`config.mk`:
```
export PLATFORM = sky130hd
export DESIGN_NAME = latch_wr_ctrl
export DESIGN_NICKNAME = d
export VERILOG_FILES = /design/src/rtl/latch_wr_ctrl.sv
export SDC_FILE = /design/constraint.sdc
export NUM_CORES = 1
export LEC_CHECK = 0
export ABC_AREA = 1
export BUFFER_PORTS_ARGS = -buffer_cell sky130_fd_sc_hd__buf_2
export CAP_MARGIN = 25
export CELL_PAD_IN_SITES_DETAIL_PLACEMENT = 0
export CELL_PAD_IN_SITES_GLOBAL_PLACEMENT = 1
export CORE_MARGIN = 1
export CORE_UTILIZATION = 29
export DETAILED_ROUTE_END_ITERATION = 10
export GPL_TIMING_DRIVEN = 0
export PLACE_DENSITY = 0.81
export SLEW_MARGIN = 20
export SYNTH_ARGS = -nofsm -noshare
export SYNTH_HDL_FRONTEND = slang
export SYNTH_SLANG_ARGS = --single-unit
```
`constraint.sdc`:
```
create_clock -name clk -period 1.9 [get_ports clk]
set_input_delay 0.095 -clock clk [delete_from_list [all_inputs] [get_ports clk]]
set_output_delay 0.095 -clock clk [all_outputs]
set_load 0.03 [all_outputs]
```
`src/rtl/latch_wr_ctrl.sv`:
```
// Round-robin write sequencer for a latch bank (SETUP, OPEN x EN_CYCLES, HOLD, ACK); one write per EN_CYCLES+4 clocks.
// Requests are level-held until ack; optional HOLD-phase readback check under LATCH_CTRL_READBACK_EN.
module latch_wr_ctrl #(
  parameter int N         = 4,
  parameter int W         = 8,
  parameter int DEPTH     = 4,
  parameter int EN_CYCLES = 2,
  localparam int AW       = $clog2(DEPTH)
) (
  input  logic               clk,
  input  logic               rst,
  input  logic [N-1:0]       req,
  input  logic [N*W-1:0]     wdata,
  input  logic [N*AW-1:0]    waddr,
  output logic [N-1:0]       ack,
  output logic [W-1:0]       lat_d,
  output logic [DEPTH-1:0]   lat_en,
  input  logic [DEPTH*W-1:0] lat_q,
  output logic               busy,
  output logic               err
);

  localparam int PW = $clog2(N);
  localparam int CW = (EN_CYCLES > 1) ? $clog2(EN_CYCLES) : 1;

  typedef enum logic [2:0] {
    IDLE  = 3'd0,
    SETUP = 3'd1,
    OPEN  = 3'd2,
    HOLD  = 3'd3,
    ACK   = 3'd4
  } state_t;

  state_t           state_q, state_d;
  logic [PW-1:0]    gnt_q, gnt_d;
  logic [PW-1:0]    ptr_q, ptr_d;
  logic [AW-1:0]    addr_q, addr_d;
  logic [CW-1:0]    cnt_q, cnt_d;
  logic [W-1:0]     lat_d_d;
  logic [DEPTH-1:0] lat_en_d;
  logic [N-1:0]     ack_d;

  logic             found;
  logic [PW-1:0]    sel;

  // First requester at or after ptr, wrapping around.
  always_comb begin
    found = 1'b0;
    sel   = '0;
    for (int k = 0; k < N; k++) begin
      if (!found && req[(int'(ptr_q) + k) % N]) begin
        found = 1'b1;
        sel   = PW'((int'(ptr_q) + k) % N);
      end
    end
  end

  always_comb begin
    state_d = state_q;
    gnt_d   = gnt_q;
    ptr_d   = ptr_q;
    addr_d  = addr_q;
    cnt_d   = cnt_q;
    lat_d_d = lat_d;
    case (state_q)
      IDLE: begin
        if (found) begin
          state_d = SETUP;
          gnt_d   = sel;
          ptr_d   = (sel == PW'(N - 1)) ? '0 : sel + 1'b1;
          addr_d  = waddr[sel*AW +: AW];
          lat_d_d = wdata[sel*W +: W];
        end
      end
      SETUP: begin
        state_d = OPEN;
        cnt_d   = '0;
      end
      OPEN: begin
        if (cnt_q == CW'(EN_CYCLES - 1)) state_d = HOLD;
        else                             cnt_d   = cnt_q + 1'b1;
      end
      HOLD:    state_d = ACK;
      ACK:     state_d = IDLE;
      default: state_d = IDLE;
    endcase

    // Outputs are decoded from the next state so they come straight off flops.
    lat_en_d = '0;
    if (state_d == OPEN) lat_en_d[addr_d] = 1'b1;
    ack_d = '0;
    if (state_d == ACK) ack_d[gnt_d] = 1'b1;
  end

  always_ff @(posedge clk) begin
    if (rst) begin
      state_q <= IDLE;
      gnt_q   <= '0;
      ptr_q   <= '0;
      addr_q  <= '0;
      cnt_q   <= '0;
      lat_d   <= '0;
      lat_en  <= '0;
      ack     <= '0;
    end else begin
      state_q <= state_d;
      gnt_q   <= gnt_d;
      ptr_q   <= ptr_d;
      addr_q  <= addr_d;
      cnt_q   <= cnt_d;
      lat_d   <= lat_d_d;
      lat_en  <= lat_en_d;
      ack     <= ack_d;
    end
  end

  assign busy = (state_q != IDLE);

`ifdef LATCH_CTRL_READBACK_EN
  logic err_q;

  // The latch has been closed for a full cycle in HOLD, so its output is settled.
  always_ff @(posedge clk) begin
    if (rst)
      err_q <= 1'b0;
    else if (state_q == HOLD && lat_q[addr_q*W +: W] != lat_d)
      err_q <= 1'b1;
  end

  assign err = err_q;
`else
  logic unused_lat_q;
  assign unused_lat_q = ^lat_q;
  assign err = 1'b0;
`endif

endmodule

```
==> results of run 1 <==
[where the power goes]
part           total, W  leakage (nW)  internal, W  switching (W)
registers      0.000795         0.215     0.000698      0.0000967
logic           0.00337          1.20      0.00135        0.00202
clock network  0.000473        0.0357     0.000282       0.000191
total           0.00463          1.45      0.00233        0.00231
[per-layer routing]
metal | track usage (%) | routed length, µm | share of wire [%] | vias up
met5 | 0 | 0 | 0 | -
met4 | 2.14 | 36 | 0.77 | 0
met3 | 2.70 | 222 | 4.7 | 6
met2 | 24.7 | 2290 | 49 | 41
met1 | 17.3 | 2150 | 46 | 835
li1 | - | - | - | 1000
[placed cells by master (no fill, tap or decap), types with 2 or more instances in the layout]
cell type,n
a21oi_1,5
buf_2,64
buf_4,7
buf_6,4
buf_8,3
clkbuf_16,3
clkbuf_8,3
dfxtp_1,24
dfxtp_4,2
inv_1,34
inv_2,2
inv_4,4
nand2_1,86
nand2_2,20
nand2_4,10
nand3_1,32
nand3_2,5
nand3_4,5
nand3b_1,5
nand4_1,3
nor2_1,16
nor2_2,2
nor2_8,2
nor3_1,3
o21ai_0,2
[worst paths after layout]
path / start / to / slack [ns] / depth (start not counted)
setup reg to reg: ptr_q[0]$_SDFFE_PP0P_ / lat_d[2]$_SDFFE_PP0P_ / 0.08 / 16
hold / removal: rst / state_q[1]$_SDFF_PP0_ / 0.06 / 2
hold reg to reg: cnt_q$_SDFFE_PP0P_ / cnt_q$_SDFFE_PP0P_ / 0.48 / 2
setup / recovery: ptr_q[0]$_SDFFE_PP0P_ / lat_d[2]$_SDFFE_PP0P_ / 0.08 / 16
[flip-flops by register name (all words and copies together) (netlist names)]
| signal | flops |
|---|---|
| lat_en | 4 |
| ack | 4 |
| gnt_q | 2 |
| lat_d | 8 |
| addr_q | 2 |
| state_q | 3 |
| cnt_q | 1 |
| ptr_q | 2 |
[metrics by stage]
step                TNS (ns)  cells  hold slack (ns)
floorplan                  0    278            0.187
detailed placement         0    415            0.352
global placement           0    415            0.349
CTS                        0    419           0.0500
finish                     0    427           0.0555
global route          -0.287    427           0.0556
[kinds of logic after synthesis]
group                  count (synthesis)  share of synthesized area, %
and+or+nand+nor                      190                          53.5
buffers and inverters                 52                          14.0
DFF                                   26                          28.9
AOI/OAI and AO/OA                      9                          3.34
other                                  1                         0.208
[final cells by class]
type	instances	share of cell area, %
buffer	11	4.57
clock inverter	1	1.19
sequential	26	21.0
multi-input combinational	200	44.4
clock buffer	3	1.64
inverter	41	6.71
timing repair buffer	70	16.8
tap	75	3.73
[repair_timing]
| action | CTS | global route |
|---|---|---|
| buffers inserted | 0 | 3 |
| setup endpoints to repair | 0 | 19 |
| gates resized for setup | 0 | 42 |
| hold buffers | 0 | 0 |
[critical path: cells and delay by family (launching register included)]
| family | cells | cell delay [ns] |
|---|---|---|
| AND/OR/NAND/NOR | 13 | 0.94 |
| buffers and inverters | 3 | 0.40 |
| flip-flops | 1 | 0.39 |
==> impl_metrics.yaml, run 1 <==
route:
  via_count: 1882
  vias_per_cell: 4.41
  drc: 0
  drtPass1Iterations: 4
  antenna_left: 0
  wl_per_cell_um: 11.0
  drt_iter0_drc: 95
  wl_um: 4700
floorplanning:
  die-area_mm2: 0.00652
  die_h_um: 80.8
  start_util_pct: 30.2
  ios: 96
  core-area_mm2: 0.00596
  rows: 28
  die_x_um: 80.8
grt:
  grt_pass1_wl_um: 7180
  antenna_found_initial: 0
  grt_max_degree: 16
  grt_overflow_total: 0
  grt_use_total_pct: 13.8
  grt_pass1_vias: 1673
yosys:
  synthArstFlopShare_pct: 0
  synth_area_leaders: "dfxtp_1 (29%), nand2_1 (21%), nand3_1 (9.7%)"
  synth_ff_type: "dfxtp_1"
  ys_seq_area_share_pct: 28.9
  ys_types: 25
  syn_area_mm2: 0.00180
  synth-edff-count: 0
  synthTopCellsByCount: "nand2_1 (102), nand3_1 (35), inv_1 (34)"
  netlist.area_leader.share_pct: 28.9
  synth.most_common_cell: "nand2_1"
  avgSynthCellArea_um2: 6.47
  syn_inst: 278
  syn_nets: 356
  synth.ff_latch_count: 26
  yosysTopAreaCell: "dfxtp_1"
  synth_warnings: 0
worst_setup_path:
  cp_cell_sequence: "clkbuf_16, nand2_1, nand2_1, nand2_1, nand2_1, nand2_2, nand2_2, nand2_2, nand3_4, clkbuf_16, nand2_1, nand2_1, nand2_1, nand3_1, nand2_1, inv_1"
  worst-path-max-fanout: 7
  critPathLaunchType: "flop"
  slowest_stage: "dfxtp_4"
  critPathRequiredTime_ns: 2.09
  crit_type: "flop to flop"
  cpMostUsedCell: "nand2_1"
  arrival_ns: 2.01
  slowest_delay_ns: 0.39
  end_kind: "flop"
power:
  ir_drop_v: 0.000746
  p_leak_nw: 1.45
  power.density_mw_per_mm2: 1840
  finalPower_w: 0.00463
cts:
  cts_buffer_depth: 2
  cts.reportedPaths.clkPinSlew_ns: 0.10
  tritoncts: "built"
  clock_sinks: 26
  root_buffer: "clkbuf_8"
  cts_made_buffers: 3
  worstSkewPairLatency_ns: 0.28
  h-tree-depth: 1
layout:
  fillers: 636
  num-nets-final: 431
  n_antenna_cell: 0
  design_area_mm2: 0.00252
  drive_gt1_share_pct: 40.1
  multi_input_area_mm2: 0.00112
  areaGrowthSynthToFinish_pct: 39.8
  post-route-util_pct: 42.2
  regArea_um2: 528
sta:
  layout_setup_ws_ns: 0.0754
  fin_crit_sh_pct: 96.0
  min_period_ns: 1.82
  grt_setup_unrepaired: "true"
  setup_viol: 0
  timing_hold_violations_final: 0
  fin_worst_skew_ns: 0.00450
  max_clock_freq_ghz: 0.548
  final-max-slew-violation-count: 0
run:
  maxCapViolations: 0
placement:
  dp_slack_ns: 0.0802
  postPlaceCellArea_mm2: 0.00220
  portBuffers: 62
  place_congestion: 0.771
  hpwl_um: 3430
status:
  status: "finished clean"
hold_path:
  hold_class: "input port to flop"
Note: power is estimated with default switching activity, not from simulation.
==> run 2: changes to the inputs <==
- BUFFER_PORTS_ARGS: -buffer_cell sky130_fd_sc_hd__buf_2 -> not set
- CORE_UTILIZATION: 29 -> 41
- DONT_BUFFER_PORTS: not set -> 1
- PLACE_DENSITY: 0.81 -> 0.8
- SETUP_SLACK_MARGIN: not set -> 0.1
==> run 2 against run 1 <==
Sequential power grew 20%. Die area shrank 29%. First-iteration DRC count shrank 24%. Wire length decreased by 9.2%. Clock skew shrank 0.0033 ns. Register-to-register slack better by 0.06 ns. Non-clock buffer count fell by 60. Highest routed layer unchanged.
==> impl_metrics.yaml, run 2 (same netlist as run 1, synthesis figures left out) <==
cts:
  tritoncts: "built"
  cts_made_buffers: 3
  h-tree-depth: 1
  cts.reportedPaths.clkPinSlew_ns: 0.09
  clock_sinks: 26
  worstSkewPairLatency_ns: 0.27
  root_buffer: "clkbuf_8"
  cts_buffer_depth: 2
route:
  via_count: 1673
  wl_met1_um: 1990
  drt_iter0_drc: 72
  top_layer_used: "met4"
  met3WireLength_um: 231
  wl_um: 4270
  drtPass1Iterations: 4
  vias_per_cell: 4.89
  drc: 0
  wl_per_cell_um: 12.5
  antenna_left: 0
  wl_met2_um: 1990
power:
  p_leak_nw: 1.19
  power.density_mw_per_mm2: 2040
  ir_drop_v: 0.000946
floorplanning:
  rows: 23
  core-area_mm2: 0.00412
  die_h_um: 68.2
  die-area_mm2: 0.00466
  die_x_um: 68.2
  ios: 96
  start_util_pct: 43.7
sta:
  min_period_ns: 1.77
  fin_crit_sh_pct: 93.1
  layout_setup_ws_ns: 0.131
  timing_hold_violations_final: 0
  final-max-slew-violation-count: 0
  max_clock_freq_ghz: 0.565
  grt_setup_unrepaired: "true"
  fin_worst_skew_ns: 0.00120
  fin_setup_tns_ns: 0
  setup_viol: 0
grt:
  grt_overflow_total: 0
  grt_pass1_wl_um: 6280
  grt_max_degree: 16
  grt_pass1_vias: 1466
  grt_use_total_pct: 18.0
  antenna_found_initial: 0
worst_setup_path:
  worst-path-max-fanout: 6
  end_kind: "flop"
  crit_type: "flop to flop"
  critPathLaunchType: "flop"
  critPathRequiredTime_ns: 2.08
  arrival_ns: 1.95
layout:
  design_area_mm2: 0.00221
  regMostFlops: "lat_d"
  n_antenna_cell: 0
  drive_gt1_share_pct: 31.8
  num-nets-final: 371
  mostFrequentLayoutCell: "nand2_1"
  largest_reg_flops: 8
  biggestRegsByFlops: "lat_d x8, ack x4, lat_en x4"
  mostFrequentLayoutCells: "nand2_1 (75), inv_1 (33), nand3_1 (32), nand2_2 (30), dfxtp_1 (24)"
  areaGrowthSynthToFinish_pct: 22.9
placement:
  portBuffers: 0
  place_congestion: 0.809
  postPlaceCellArea_mm2: 0.00186
  hpwl_um: 2990
  dp_slack_ns: 0.0690
hold_path:
  hold_class: "input port to flop"
run:
  maxCapViolations: 0
status:
  status: "finished clean"
run 2: cell types whose count changed in the layout (fill, tap and decap cells not counted), sizes merged:
cell and delta:
clkbuf -1, dlygate4sd3 +1, buf -60
run 2: worst max-delay path, cell delays in order (launching register included):
cell and delay (ns):
dfxtp_4 0.42, buf_8 0.14, nand2_4 0.07, nand3_2 0.07
nand2_2 0.07, nand2_2 0.10, nand2_2 0.06, nand2_2 0.07
nand3_4 0.14, clkbuf_16 0.20, nand2_2 0.05, nand2_1 0.04
nand2_1 0.07, nand3_1 0.07, nand2_1 0.06, inv_1 0.03
run 2: report_power, final:
part           total [W]  switching, W  internal (W)
registers       0.000953      0.000254      0.000699
clock network   0.000463      0.000181      0.000282
logic            0.00309       0.00184       0.00125
total            0.00451       0.00227       0.00224
run 2: worst paths after layout:
kind                          from                     to  slack, ns  cells past startpoint
max reg2reg  ptr_q[0]$_SDFFE_PP0P_  lat_d[4]$_SDFFE_PP0P_       0.13                     15
min                            rst  lat_d[3]$_SDFFE_PP0P_       0.06                      3
min reg2reg     cnt_q$_SDFFE_PP0P_     cnt_q$_SDFFE_PP0P_       0.48                      2
max          ptr_q[0]$_SDFFE_PP0P_  lat_d[4]$_SDFFE_PP0P_       0.13                     15
run 2: metrics by stage:
step                hold slack, ns  instances  total power, W  util, %
finish                      0.0630        342         0.00451     53.7
global route                0.0643        342         0.00488     53.7
CTS                         0.0616        333         0.00398     47.3
detailed placement           0.197        328         0.00350     45.2
global placement             0.199        328         0.00349     45.2
floorplan                    0.187        278         0.00305        -
run 2: timing repair:
action                                 in CTS  in global routing
cloned                                      0                  2
pin swaps                                   0                 19
setup endpoints to repair                  14                 19
endpoints found under the hold margin       2                  0
resized for setup                           2                 51
hold buffers                                1                  0
setup buffers                               0                  7
run 2: metal layers:
| layer | track usage (%) | vias to the layer above |
|---|---|---|
| li1 | - | 876 |
| met1 | 22.5 | 747 |
| met2 | 31.1 | 44 |
| met3 | 3.50 | 6 |
| met4 | 4.69 | 0 |
| met5 | 0 | - |
run 2: cell type report:
| cell class | count | area, µm² |
|---|---|---|
| Buffer | 11 | 111 |
| Clock buffer | 3 | 41.3 |
| Clock inverter | 1 | 30.0 |
| Fill cell | 419 | 1900 |
| Inverter | 41 | 169 |
| Multi-Input combinational cell | 200 | 1140 |
| Sequential cell | 26 | 528 |
| Tap cell | 50 | 62.6 |
| Timing Repair Buffer | 10 | 125 |
